`src/rtl/mac_neg_pipe_pkg.sv`:
```
// Shared cfg encodings and lane-grouping helpers for the MAC sign-to-magnitude front end.
package mac_neg_pipe_pkg;

  typedef enum logic [1:0] {
    MAC_MODE_SINGLE = 2'b00,
    MAC_MODE_DUAL   = 2'b01,
    MAC_MODE_QUAD   = 2'b10,
    MAC_MODE_RSVD   = 2'b11
  } mac_mode_e;

  localparam int unsigned MAC_CFG_SIGNED_BIT = 3;

  // Carry from lane i into lane i+1 is allowed only when both lanes share a group.
  function automatic logic link_en(mac_mode_e mode, int unsigned i);
    return ((mode == MAC_MODE_DUAL) && (i % 2 == 0)) ||
           ((mode == MAC_MODE_QUAD) && (i % 4 != 3));
  endfunction

  // Index of the top lane of the group containing lane i.
  function automatic int unsigned group_top(mac_mode_e mode, int unsigned i);
    case (mode)
      MAC_MODE_DUAL: return i | 1;
      MAC_MODE_QUAD: return i | 3;
      default:       return i;
    endcase
  endfunction

endpackage

```
`src/rtl/mac_neg_pipe_if.sv`:
```
// Handshake and operand bus of mac_neg_pipe; slave is the DUT side, master the driver side.
interface mac_neg_pipe_if #(
  parameter int unsigned CW = 4,
  parameter int unsigned W  = 8,
  parameter int unsigned N  = 4
);
  logic           in_valid;
  logic           in_ready;
  logic [CW-1:0]  in_cfg;
  logic [N*W-1:0] a_in;
  logic [N*W-1:0] b_in;
  logic           out_valid;
  logic           out_ready;
  logic [CW-1:0]  out_cfg;
  logic [N*W-1:0] a_out;
  logic [N*W-1:0] b_out;
  logic [N-1:0]   neg_out;

  modport slave (
    input  in_valid, in_cfg, a_in, b_in, out_ready,
    output in_ready, out_valid, out_cfg, a_out, b_out, neg_out
  );

  modport master (
    output in_valid, in_cfg, a_in, b_in, out_ready,
    input  in_ready, out_valid, out_cfg, a_out, b_out, neg_out
  );
endinterface

```
`src/rtl/mac_neg_group_chain.sv`:
```
// One operand, N lanes: per-lane incrementer of the inverted lane with mode-gated carry links,
// selecting the negated or original lane according to the group sign.
module mac_neg_group_chain
  import mac_neg_pipe_pkg::*;
#(
  parameter int unsigned W = 8,
  parameter int unsigned N = 4
) (
  input  logic [N*W-1:0] x_i,
  input  mac_mode_e      mode_i,
  input  logic           signed_i,
  output logic [N*W-1:0] y_o,
  output logic [N-1:0]   sign_o
);

  logic [N-1:0]   cin;
  logic [N-1:0]   cout;
  logic [N*W-1:0] neg;

  always_comb begin
    cin    = '0;
    cout   = '0;
    neg    = '0;
    y_o    = '0;
    sign_o = '0;
    for (int unsigned i = 0; i < N; i++) begin
      // Group base lanes inject the +1; upper lanes take the carry of the lane below.
      cin[i] = (i == 0) ? 1'b1 : (link_en(mode_i, i - 1) ? cout[i-1] : 1'b1);
      {cout[i], neg[i*W +: W]} = {1'b0, ~x_i[i*W +: W]} + {{W{1'b0}}, cin[i]};
      sign_o[i] = x_i[group_top(mode_i, i)*W + W - 1];
      y_o[i*W +: W] = (signed_i && sign_o[i]) ? neg[i*W +: W] : x_i[i*W +: W];
    end
  end

endmodule

```
`src/rtl/mac_neg_pipe.sv`:
```
// Two-stage valid/ready pipeline converting grouped signed A/B operand lanes to magnitudes
// with a per-lane product-sign flag; cfg travels with each beat.
module mac_neg_pipe
  import mac_neg_pipe_pkg::*;
#(
  parameter int unsigned MAC_CONF_WIDTH = 4,
  parameter int unsigned MAC_MIN_WIDTH  = 8,
  parameter int unsigned NUM_LANES      = 4
) (
  input  logic         clk,
  input  logic         rst,
  mac_neg_pipe_if.slave bus
);

  localparam int unsigned W  = MAC_MIN_WIDTH;
  localparam int unsigned N  = NUM_LANES;
  localparam int unsigned CW = MAC_CONF_WIDTH;
  localparam int unsigned DW = N * W;

  logic          s1_valid_q;
  logic [CW-1:0] s1_cfg_q;
  logic [DW-1:0] s1_a_q;
  logic [DW-1:0] s1_b_q;

  logic          s2_valid_q;
  logic [CW-1:0] s2_cfg_q;
  logic [DW-1:0] s2_a_q;
  logic [DW-1:0] s2_b_q;
  logic [N-1:0]  s2_neg_q;

  logic          s1_load;
  logic          s2_load;
  mac_mode_e     s1_mode;
  logic          s1_signed;
  logic [DW-1:0] a_d;
  logic [DW-1:0] b_d;
  logic [N-1:0]  sign_a;
  logic [N-1:0]  sign_b;
  logic [N-1:0]  neg_d;

  assign s2_load     = ~s2_valid_q | bus.out_ready;
  assign s1_load     = ~s1_valid_q | s2_load;
  assign bus.in_ready = ~rst & s1_load;

  assign s1_mode   = mac_mode_e'(s1_cfg_q[1:0]);
  assign s1_signed = s1_cfg_q[MAC_CFG_SIGNED_BIT];

  mac_neg_group_chain #(.W(W), .N(N)) u_chain_a (
    .x_i      (s1_a_q),
    .mode_i   (s1_mode),
    .signed_i (s1_signed),
    .y_o      (a_d),
    .sign_o   (sign_a)
  );

  mac_neg_group_chain #(.W(W), .N(N)) u_chain_b (
    .x_i      (s1_b_q),
    .mode_i   (s1_mode),
    .signed_i (s1_signed),
    .y_o      (b_d),
    .sign_o   (sign_b)
  );

  assign neg_d = {N{s1_signed}} & (sign_a ^ sign_b);

  always_ff @(posedge clk) begin
    if (rst) begin
      s1_valid_q <= 1'b0;
      s1_cfg_q   <= '0;
      s1_a_q     <= '0;
      s1_b_q     <= '0;
      s2_valid_q <= 1'b0;
      s2_cfg_q   <= '0;
      s2_a_q     <= '0;
      s2_b_q     <= '0;
      s2_neg_q   <= '0;
    end else begin
      if (s1_load) begin
        s1_valid_q <= bus.in_valid;
        if (bus.in_valid) begin
          s1_cfg_q <= bus.in_cfg;
          s1_a_q   <= bus.a_in;
          s1_b_q   <= bus.b_in;
        end
      end
      if (s2_load) begin
        s2_valid_q <= s1_valid_q;
        if (s1_valid_q) begin
          s2_cfg_q <= s1_cfg_q;
          s2_a_q   <= a_d;
          s2_b_q   <= b_d;
          s2_neg_q <= neg_d;
        end
      end
    end
  end

  assign bus.out_valid = s2_valid_q;
  assign bus.out_cfg   = s2_cfg_q;
  assign bus.a_out     = s2_a_q;
  assign bus.b_out     = s2_b_q;
  assign bus.neg_out   = s2_neg_q;

endmodule

```
`src/flat_wrapper.sv`:
```
// flat-port wrapper written by rule: the top's interface ports become plain ports
module mac_neg_pipe_flat import mac_neg_pipe_pkg::*;
#(
  parameter int unsigned MAC_CONF_WIDTH = 4,
  parameter int unsigned MAC_MIN_WIDTH  = 8,
  parameter int unsigned NUM_LANES      = 4
)
  (clk, rst, bus_in_valid, bus_in_cfg, bus_a_in, bus_b_in, bus_out_ready, bus_in_ready, bus_out_valid, bus_out_cfg, bus_a_out, bus_b_out, bus_neg_out);
  mac_neg_pipe_if #(.CW(4), .W((8)), .N((4))) bus_i ();
  input  logic clk;
  input  logic rst;
  input wire logic [$bits(bus_i.in_valid)-1:0] bus_in_valid;
  input wire logic [$bits(bus_i.in_cfg)-1:0] bus_in_cfg;
  input wire logic [$bits(bus_i.a_in)-1:0] bus_a_in;
  input wire logic [$bits(bus_i.b_in)-1:0] bus_b_in;
  input wire logic [$bits(bus_i.out_ready)-1:0] bus_out_ready;
  output wire logic [$bits(bus_i.in_ready)-1:0] bus_in_ready;
  output wire logic [$bits(bus_i.out_valid)-1:0] bus_out_valid;
  output wire logic [$bits(bus_i.out_cfg)-1:0] bus_out_cfg;
  output wire logic [$bits(bus_i.a_out)-1:0] bus_a_out;
  output wire logic [$bits(bus_i.b_out)-1:0] bus_b_out;
  output wire logic [$bits(bus_i.neg_out)-1:0] bus_neg_out;
  assign bus_i.in_valid = bus_in_valid;
  assign bus_i.in_cfg = bus_in_cfg;
  assign bus_i.a_in = bus_a_in;
  assign bus_i.b_in = bus_b_in;
  assign bus_i.out_ready = bus_out_ready;
  assign bus_in_ready = bus_i.in_ready;
  assign bus_out_valid = bus_i.out_valid;
  assign bus_out_cfg = bus_i.out_cfg;
  assign bus_a_out = bus_i.a_out;
  assign bus_b_out = bus_i.b_out;
  assign bus_neg_out = bus_i.neg_out;
  mac_neg_pipe #(.MAC_CONF_WIDTH(MAC_CONF_WIDTH), .MAC_MIN_WIDTH(MAC_MIN_WIDTH), .NUM_LANES(NUM_LANES)) u_core (.clk(clk), .rst(rst), .bus(bus_i));
endmodule
```
`config.mk`:
```
export PLATFORM = sky130hd
export DESIGN_NAME = mac_neg_pipe_flat
export DESIGN_NICKNAME = d
export VERILOG_FILES = /design/src/rtl/mac_neg_pipe_pkg.sv /design/src/rtl/mac_neg_pipe_if.sv /design/src/rtl/mac_neg_group_chain.sv /design/src/rtl/mac_neg_pipe.sv /design/src/flat_wrapper.sv
export SDC_FILE = /design/constraint.sdc
export NUM_CORES = 1
export LEC_CHECK = 0
export BUFFER_PORTS_ARGS = -buffer_cell sky130_fd_sc_hd__buf_4
export CORE_MARGIN = 2
export CORE_UTILIZATION = 35
export DETAILED_ROUTE_END_ITERATION = 10
export GPL_ROUTABILITY_DRIVEN = 0
export PLACE_DENSITY = 0.53
export SYNTH_ARGS = -nofsm -noshare
export SYNTH_HDL_FRONTEND = slang
export SYNTH_HIERARCHICAL = 1
export SYNTH_SLANG_ARGS = --single-unit
```
`constraint.sdc`:
```
create_clock -name clk -period 6 [get_ports clk]
set_input_delay 0.3 -clock clk [delete_from_list [all_inputs] [get_ports clk]]
set_output_delay 0.3 -clock clk [all_outputs]
set_load 0.02 [all_outputs]
```
==> results of run 1 <==
-- registers in the layout, indices dropped and copies added (netlist names) --
name	cells
u_core/bus.a_out	32
u_core/bus.b_out	32
u_core/s1_a_q	32
u_core/s1_b_q	32
u_core/bus.neg_out	4
u_core/bus.out_cfg	4
u_core/s1_cfg_q	4
u_core/bus.out_valid	1
u_core/s1_valid_q	1
-- metrics by stage --
step	total power [mW]	hold slack [ns]	instance area, µm²
2_1_floorplan	1.29	0.417	7500
3_3_place_gp	1.40	0.461	8640
3_5_place_dp	1.40	0.464	8640
4_1_cts	2.45	0.0970	9220
5_1_grt	2.53	0.130	9220
6_report	2.42	0.116	9220
-- placed cells by master (no fill, tap or decap), types with 19 or more instances in the layout --
master,instances
a21oi_1,82
buf_4,152
dfxtp_1,141
inv_1,22
mux2i_1,72
nand2_1,30
nand2b_1,145
nand3_1,72
nor2_1,19
o21ai_0,88
xnor2_1,32
xor2_1,20
-- cell type report --
cell class | instances | area (µm²)
clock buffer | 25 | 495
clock inverter | 6 | 82.6
fill | 2170 | 11800
inverter | 23 | 86.3
multi-input combinational | 638 | 4220
sequential | 142 | 2840
tap | 275 | 344
timing repair buffer | 152 | 1140
-- kinds of logic after synthesis --
kind of cell,after synthesis
multiplexers,78
XOR/XNOR,52
buffers and inverters,92
flip-flops,142
AND/OR/NAND/NOR,294
AO/OA/AOI/OAI,197
adder cells (fa/ha/maj),17
-- critical path, cell delays in order (launching register included) --
cell and delay (ns):
dfxtp_1 0.33, inv_1 0.06, ha_1 0.15, nand2b_1 0.07
or4_1 0.44, o31ai_1 0.22, ha_1 0.21, ha_1 0.17
or3b_2 0.45, nor3_1 0.19, nand2_1 0.08, nand2_1 0.08
ha_1 0.17, ha_1 0.17, nand2b_1 0.10, o31ai_1 0.37
ha_1 0.34, a31oi_1 0.13, xor2_1 0.16, nand3_1 0.09
a21oi_1 0.18
-- power groups by stage --
stage	registers (mW)	logic (mW)	clock network (mW)
floorplan	1.06	0.232	0
global placement	1.05	0.348	0
detailed placement	1.05	0.351	0
CTS	1.03	0.353	1.07
global route	1.04	0.387	1.11
finish	1.03	0.348	1.04
-- layer usage --
layer  GRT usage (%)  wire length, µm  vias to the layer above
li1                -                -                     3177
met1            22.8             9390                     2863
met2            27.5             8830                      103
met3            2.94              628                       17
met4            5.33              288                        0
met5               0                0                        -
-- how the worst max path moves through the flow --
| stage | from | end | cells past startpoint |
|---|---|---|---|
| detailed placement | u_core/s1_a_q[0] | u_core/bus.a_out[29] | 20 |
| finish | u_core/s1_a_q[0] | u_core/bus.a_out[29] | 20 |
| CTS | u_core/s1_a_q[0] | u_core/bus.a_out[29] | 20 |
| floorplan | u_core/s1_a_q[0] | u_core/bus.a_out[24] | 19 |
| global route | u_core/s1_a_q[0] | u_core/bus.a_out[31] | 21 |
| global placement | u_core/s1_a_q[0] | u_core/bus.a_out[31] | 21 |
==> out/metrics.cfg, run 1 <==
[setup_path]
r2r-start=u_core/s1_a_q[0]
ff2ff_setup_slack_ns=1.76
crit_path_start_kind=flop
criticalPathCategory=reg2reg
r2r_end=u_core/bus.a_out[29]
cp_max_fo=4
cp_data_required_time_ns=6.33
cp_data_arrival_time_ns=4.57
cp-end-kind=flop
reg2reg_depth=20

[hold_path]
hold-path-endpoint=u_core/s1_valid_q
hp-start=bus_in_valid
hp-class=in2reg
whs_path_depth=3

[layout]
finalNonFillerCells=1261
drive_gt1_share_pct=20.8
nNetsFinal=1063
insertedDiodeCount=0
final_util_pct=43.8
area_growth_pct=22.8

[power]
p_int_mw=1.80
power_density_nw_per_um2=263
p_sw_share_pct=25.6
pwr-share-comb_pct=14.4
power_frac_seq_pct=42.6
p_switching_mw=0.620
power.leakage_nw=3.75
power.share.clock_pct=43.1
ir_drop_uv=161

[cts]
cts_sinks=142
post_cts_resize_count=0
h-tree-depth=4
post_cts.repair.setup_buffers=0
clock-root-buffer=clkbuf_16
cts_tree=built
cts_hold_buffers=0
clkSlewWorstSetupHoldPaths_ns=0.06
ctsLongestPathBuffers=2
cts_buffers=17
insertion_delay_ns=0.41

[routing]
drtIter0Drc=270
via_per_inst=4.89
drc=0
drt_wl_total_um=19100
wire_per_inst_um=15.2
ant_nets=0
first_pass_iters=4
num_vias=6160

[timing]
finalHoldViolCount=0
fin_skew_ns=0.00743
rsz0062_at_grt=false
setup_violations=0
slew_viol_final=0
period_minus_slack_ns=4.24
fin_crit_sh_pct=70.7
setup_slack_ns=1.76
fmax_ghz=0.236
worst_pin_slew_ns=1.08
final.setup.tns_ns=0
relSlewSlack_pct=27.7

[synthesis]
synth_area_um2=7500
synth_enable_flop_cells=0
async_reset_ff_share_pct=0
synth_ff_type=dfxtp_1
synthCells=872
synth_common_cells=nand2b_1, dfxtp_1, o21ai_0
synth_top_family_by_area=simple AND/OR/NAND/NOR gates
synth.area.mux_share_pct=10.6
synth_area_per_cell_um2=8.61
yosys_warnings=6
synth.most_common_cell=nand2b_1
synth_seq_cells=142
yosys.area_share.adder_pct=2.83
synth-compound-area-share_pct=14.4
synth_fp_nets=961
synth_cell_types=46
synthXorXnorAreaFrac_pct=6.07
yosys.area_share.simple_pct=22.2
synth_area_leader_cell=dfxtp_1
synth_top_area_share_pct=37.9
seq_area_frac_synth_pct=37.9
ys_top_cells_by_area=dfxtp_1, nand2b_1, mux2i_1

[global_route]
grt_pass1_wl_um=30300
grt_max_degree=122
grtUsageTotal_pct=16.9
first_global_vias=5798
grt_overflow=0
antenna_found_initial=0

[placement]
dp_worst_setup_slack_ns=1.80
dpl.hpwl_um=12300
place.detailed.instances=1230
port_buffers=145

[flow_run]
drv_cap=0

[floorplan]
start_util_pct=35.7
die_w_um=150
core_area_um2=21000
dieArea_um2=22600
die_h_um=150
rows=53
pin_count=146

[run_status]
outcome=finished clean

Note: power is estimated with default switching activity, not from simulation.
==> run 2: changes to the inputs <==
--- a/config.mk
+++ b/config.mk
@@ -10,7 +10,7 @@
 export CORE_UTILIZATION = 35
 export DETAILED_ROUTE_END_ITERATION = 10
 export GPL_ROUTABILITY_DRIVEN = 0
-export PLACE_DENSITY = 0.53
+export PLACE_DENSITY = 0.55
 export SYNTH_ARGS = -nofsm -noshare
 export SYNTH_HDL_FRONTEND = slang
 export SYNTH_HIERARCHICAL = 1
==> constraint.sdc (replaced) <==
create_clock -name clk -period 3.8 [get_ports clk]
set_input_delay 0.19 -clock clk [delete_from_list [all_inputs] [get_ports clk]]
set_output_delay 0.19 -clock clk [all_outputs]
set_load 0.02 [all_outputs]
==> out/metrics.cfg, run 2 (synthesis results as in run 1) <==
[global_route]
grt_overflow=0
grtUsageTotal_pct=17.0
first_global_vias=5901
use_met1_pct=22.9
grt_pass1_wl_um=30500
grt.busiest_layer=met2
grt_max_degree=122
met2_usage_pct=27.8
antenna_found_initial=0
met3_usage_pct=3.61

[layout]
nFillCells=2102
area_growth_pct=27.0
finish.instance_area_um2=9530
drive_gt1_share_pct=25.1
mostFrequentLayoutCells=buf_4, nand2b_1, dfxtp_1
nNetsFinal=1081
final_util_pct=45.4
insertedDiodeCount=0
final_common_cell=buf_4

[floorplan]
dieArea_um2=22600
die_w_um=150
pin_count=146
rows=53
die_h_um=150
core_area_um2=21000
start_util_pct=35.7

[setup_path]
cp_data_arrival_time_ns=3.98
criticalPathCategory=reg2reg
crit_path_start_kind=flop
crit_path_top_delay_cell=or4_4
max_stage_delay_ns=0.43
cp-end-kind=flop
ff2ff_setup_slack_ns=0.10
cp_data_required_time_ns=4.08
crit_family=simple AND/OR/NAND/NOR gates
cp_max_fo=2
worstPathBufferInverterCount=2
cp_cell_sequence=inv_2 -> ha_4 -> nand2b_4 -> or4_4 -> o31ai_4 -> ha_2 -> ha_4 -> or3b_4 -> nor3_4 -> nand2_1 -> nand2_2 -> ha_4 -> ha_4 -> nand2b_4 -> o31ai_2 -> buf_4 -> ha_4 -> mux2_4 -> nand3_2 -> a21oi_1
cp_common_cell=ha_4

[flow_run]
drv_cap=0

[timing]
slew_viol_final=0
final.setup.tns_ns=0
fin_crit_sh_pct=97.3
relSlewSlack_pct=32.4
period_minus_slack_ns=3.70
fmax_ghz=0.270
worst_pin_slew_ns=1.01
setup_violations=0
finalHoldViolCount=0
rsz0062_at_grt=true
fin_skew_ns=0.00878

[routing]
ant_nets=0
drt_wl_total_um=19200
drc=0
wire_per_inst_um=15.0
first_pass_iters=4
drtIter0Drc=280
num_vias=6213
via_per_inst=4.86

[cts]
h-tree-depth=4
ctsLongestPathBuffers=2
cts_sinks=142
clkSlewWorstSetupHoldPaths_ns=0.06
cts_tree=built
cts_buffers=17
insertion_delay_ns=0.42
clock-root-buffer=clkbuf_16

[placement]
port_buffers=145
placed_cell_area_um2=8750
dpl.hpwl_um=12400

[hold_path]
hp-class=in2reg

[power]
power_density_nw_per_um2=393
ir_drop_uv=261
power.leakage_nw=3.85

[run_status]
outcome=finished clean

==> run 2: cell count changes in the layout (fill, tap and decap cells not counted), sizes merged <==
cell,delta
buf,+17
clkinv,+4
bufinv,-2
clkbuf,-1
clkinvlp,-1
dlygate4sd3,+1
==> run 2: report_power, final <==
| group | internal, mW | switching, mW | leakage [nW] | total, mW |
|---|---|---|---|---|
| sequential | 1.56 | 0.0690 | 1.16 | 1.63 |
| clock | 0.876 | 0.613 | 0.263 | 1.49 |
| combinational | 0.306 | 0.322 | 2.43 | 0.628 |
==> run 2: final timing paths <==
kind	depth (start not counted)	startpoint	end
setup / recovery	20	u_core/s1_a_q[0]	u_core/bus.a_out[24]
hold / removal	3	bus_b_in[21]	u_core/s1_b_q[21]
setup reg to reg	20	u_core/s1_a_q[0]	u_core/bus.a_out[24]
hold reg to reg	2	u_core/bus.a_out[0]	u_core/bus.a_out[0]
==> run 2: timing repair <==
item                                    4_1_cts  5_1_grt
hold buffers                                  1        0
pin swaps                                    16       19
endpoints found under the hold margin         1        0
endpoints found under the setup margin       10       18
buffers inserted                              2        4
resized for setup                            32       12
==> run 2: worst min-delay path, stage by stage <==
cell and delay, ns:
buf_4 0.11, nand2b_1 0.05, mux2i_1 0.06
==> run 2: metal layers <==
| layer | share of wire [%] | wire length (µm) |
|---|---|---|
| met4 | 0.78 | 149 |
| met1 | 49 | 9460 |
| met5 | 0 | 0 |
| met3 | 3.7 | 705 |
| met2 | 46 | 8880 |
==> run 2: cell type report <==
cell class | count | area [µm²] | share of cell area [%]
Multi-Input combinational cell | 638 | 4430 | 46.5
Sequential cell | 142 | 2850 | 29.8
Timing Repair Buffer | 170 | 1300 | 13.7
Clock buffer | 24 | 482 | 5.05
Tap cell | 275 | 344 | 3.61
Inverter | 23 | 86.3 | 0.906
Clock inverter | 7 | 38.8 | 0.407
==> run 2: per-stage QoR <==
step	total power, mW	instances	setup WS [ns]	hold slack, ns
after floorplan	2.04	872	0.110	0.307
after global placement	2.23	1241	-0.182	0.420
after detailed placement	2.23	1241	-0.263	0.422
after CTS	3.78	1275	-0.127	0.0243
after global routing	3.93	1279	-0.0934	0.0230
final	3.75	1279	0.102	0.0413
==> run 3: changes to the inputs <==
--- a/config.mk
+++ b/config.mk
@@ -5,6 +5,7 @@
 export SDC_FILE = /design/constraint.sdc
 export NUM_CORES = 1
 export LEC_CHECK = 0
+export ABC_AREA = 1
 export BUFFER_PORTS_ARGS = -buffer_cell sky130_fd_sc_hd__buf_4
 export CORE_MARGIN = 2
 export CORE_UTILIZATION = 35
==> out/metrics.cfg, run 3 <==
[hold_path]
hp-class=in2reg

[setup_path]
max_stage_delay_ns=0.34
cp_data_required_time_ns=4.11
cp_data_arrival_time_ns=3.83
crit_path_start_kind=flop
cp-end-kind=flop
cp_max_fo=4
cp_common_cell=nand2_1
crit_path_top_delay_cell=dfxtp_1
criticalPathCategory=reg2reg

[timing]
slew_viol_final=0
worst_pin_slew_ns=1.04
setup_violations=0
fmax_ghz=0.283
period_minus_slack_ns=3.53
fin_skew_ns=0.00752
fin_crit_sh_pct=92.9
finalHoldViolCount=0
relSlewSlack_pct=30.3
final.setup.tns_ns=0

[synthesis]
synth_area_um2=6910
synth_common_cells=nor2_1, nand2_1, dfxtp_1
synth_area_leader_cell=dfxtp_1
async_reset_ff_share_pct=0
synth_cell_types=29
ys_top_cells_by_area=dfxtp_1, nor2_1, o21ai_0
synth_seq_cells=142
synth.most_common_cell=nor2_1
synth_top_area_share_pct=41.1
synth_enable_flop_cells=0
synth_fp_nets=1125
synthCells=1036
yosys_warnings=6
synth_area_per_cell_um2=6.67
synth_ff_type=dfxtp_1
seq_area_frac_synth_pct=41.1

[global_route]
first_global_vias=5815
antenna_found_initial=0
grtUsageTotal_pct=17.8
grt_pass1_wl_um=29000
grt_max_degree=70
grt_overflow=0

[routing]
drc=0
via_per_inst=4.51
drt_wl_total_um=18300
wire_per_inst_um=12.7
num_vias=6509
drtIter0Drc=259
ant_nets=0
first_pass_iters=5

[power]
power.leakage_nw=4.16
power_mw=4.19
ir_drop_uv=280
power_density_nw_per_um2=471

[layout]
final_util_pct=45.9
nNetsFinal=1255
area_growth_pct=28.8
drive_gt1_share_pct=19.2
nFillCells=2088
finish.instance_area_um2=8900
seqCellArea_um2=2840
mostFrequentLayoutCells=nor2_1, nand2_1, buf_4
insertedDiodeCount=0
finalNonFillerCells=1443
final_common_cell=nor2_1
multi_input_area_um2=3590

[cts]
ctsLongestPathBuffers=2
cts_tree=built
clock-root-buffer=clkbuf_16
cts_buffers=17
h-tree-depth=4
insertion_delay_ns=0.42
clkSlewWorstSetupHoldPaths_ns=0.06
cts_sinks=142

[floorplan]
start_util_pct=35.6
dieArea_um2=20900
pin_count=146
die_h_um=145
die_w_um=145
rows=51
core_area_um2=19400

[run_status]
outcome=finished clean

[placement]
port_buffers=145
placed_cell_area_um2=8160
dpl.hpwl_um=12800
place.detailed.instances=1408

[flow_run]
drv_cap=0

==> run 3: metal layers <==
layer  wire [µm]  up-vias  global-route usage (%)
li1            -     3503                       -
met5           0        -                       0
met2        8520      102                    28.8
met4         218        0                    5.52
met3         546       13                    3.28
met1        8990     2891                    24.0
==> run 3: final timing paths <==
kind | start | to | slack, ns | cells after the start
max | u_core/s1_b_q[1] | u_core/bus.b_out[30] | 0.27 | 26
min reg2reg | u_core/bus.out_cfg[3] | u_core/bus.out_cfg[3] | 0.47 | 2
max reg2reg | u_core/s1_b_q[1] | u_core/bus.b_out[30] | 0.27 | 26
min | bus_a_in[10] | u_core/s1_a_q[10] | 0.01 | 3
==> run 3: worst max-delay path: cells and delay by family, from the launching register on <==
family	cells	cell delay [ns]
AO/OA/AOI/OAI	4	0.66
flip-flops	1	0.34
buffers and inverters	3	0.17
adder cells (fa/ha/maj)	6	1.11
AND/OR/NAND/NOR	13	1.11
==> run 3: cells by family (layout without fill, tap and decap cells) <==
kind of cell	Yosys count	count (layout)	share of synthesized area, %
XOR/XNOR	31	31	3.93
adder cells (fa/ha/maj)	17	17	3.08
AND/OR/NAND/NOR	546	546	30.8
AO/OA/AOI/OAI	166	166	12.7
buffers and inverters	134	276	8.35
flip-flops	142	142	41.1
==> run 3: final cells by class <==
cell class | count | area share (%)
sequential | 142 | 32.0
clock buffer | 21 | 5.40
tap | 265 | 3.73
inverter | 87 | 3.68
clock inverter | 10 | 1.52
multi-input combinational | 760 | 40.3
timing repair buffer | 158 | 13.4
==> run 3: what timing repair did <==
item | 4_1_cts | 5_1_grt
resized for setup | 2 | 32
endpoints found under the setup margin | 6 | 16
endpoints found under the hold margin | 2 | 0
setup buffers | 0 | 2
pin swaps | 0 | 10
hold buffers | 2 | 0
==> run 3: metrics by stage <==
stage	hold slack (ns)	setup slack, ns
2_1_floorplan	0.338	0.445
3_3_place_gp	0.429	0.0844
3_5_place_dp	0.435	-0.0784
4_1_cts	0.00249	0.0113
5_1_grt	0.00361	-0.0890
6_report	0.0140	0.272
==> run 3: report_power, final <==
part | internal, mW | switching (mW)
logic | 0.315 | 0.452
clock network | 1.10 | 0.634
registers | 1.60 | 0.0912
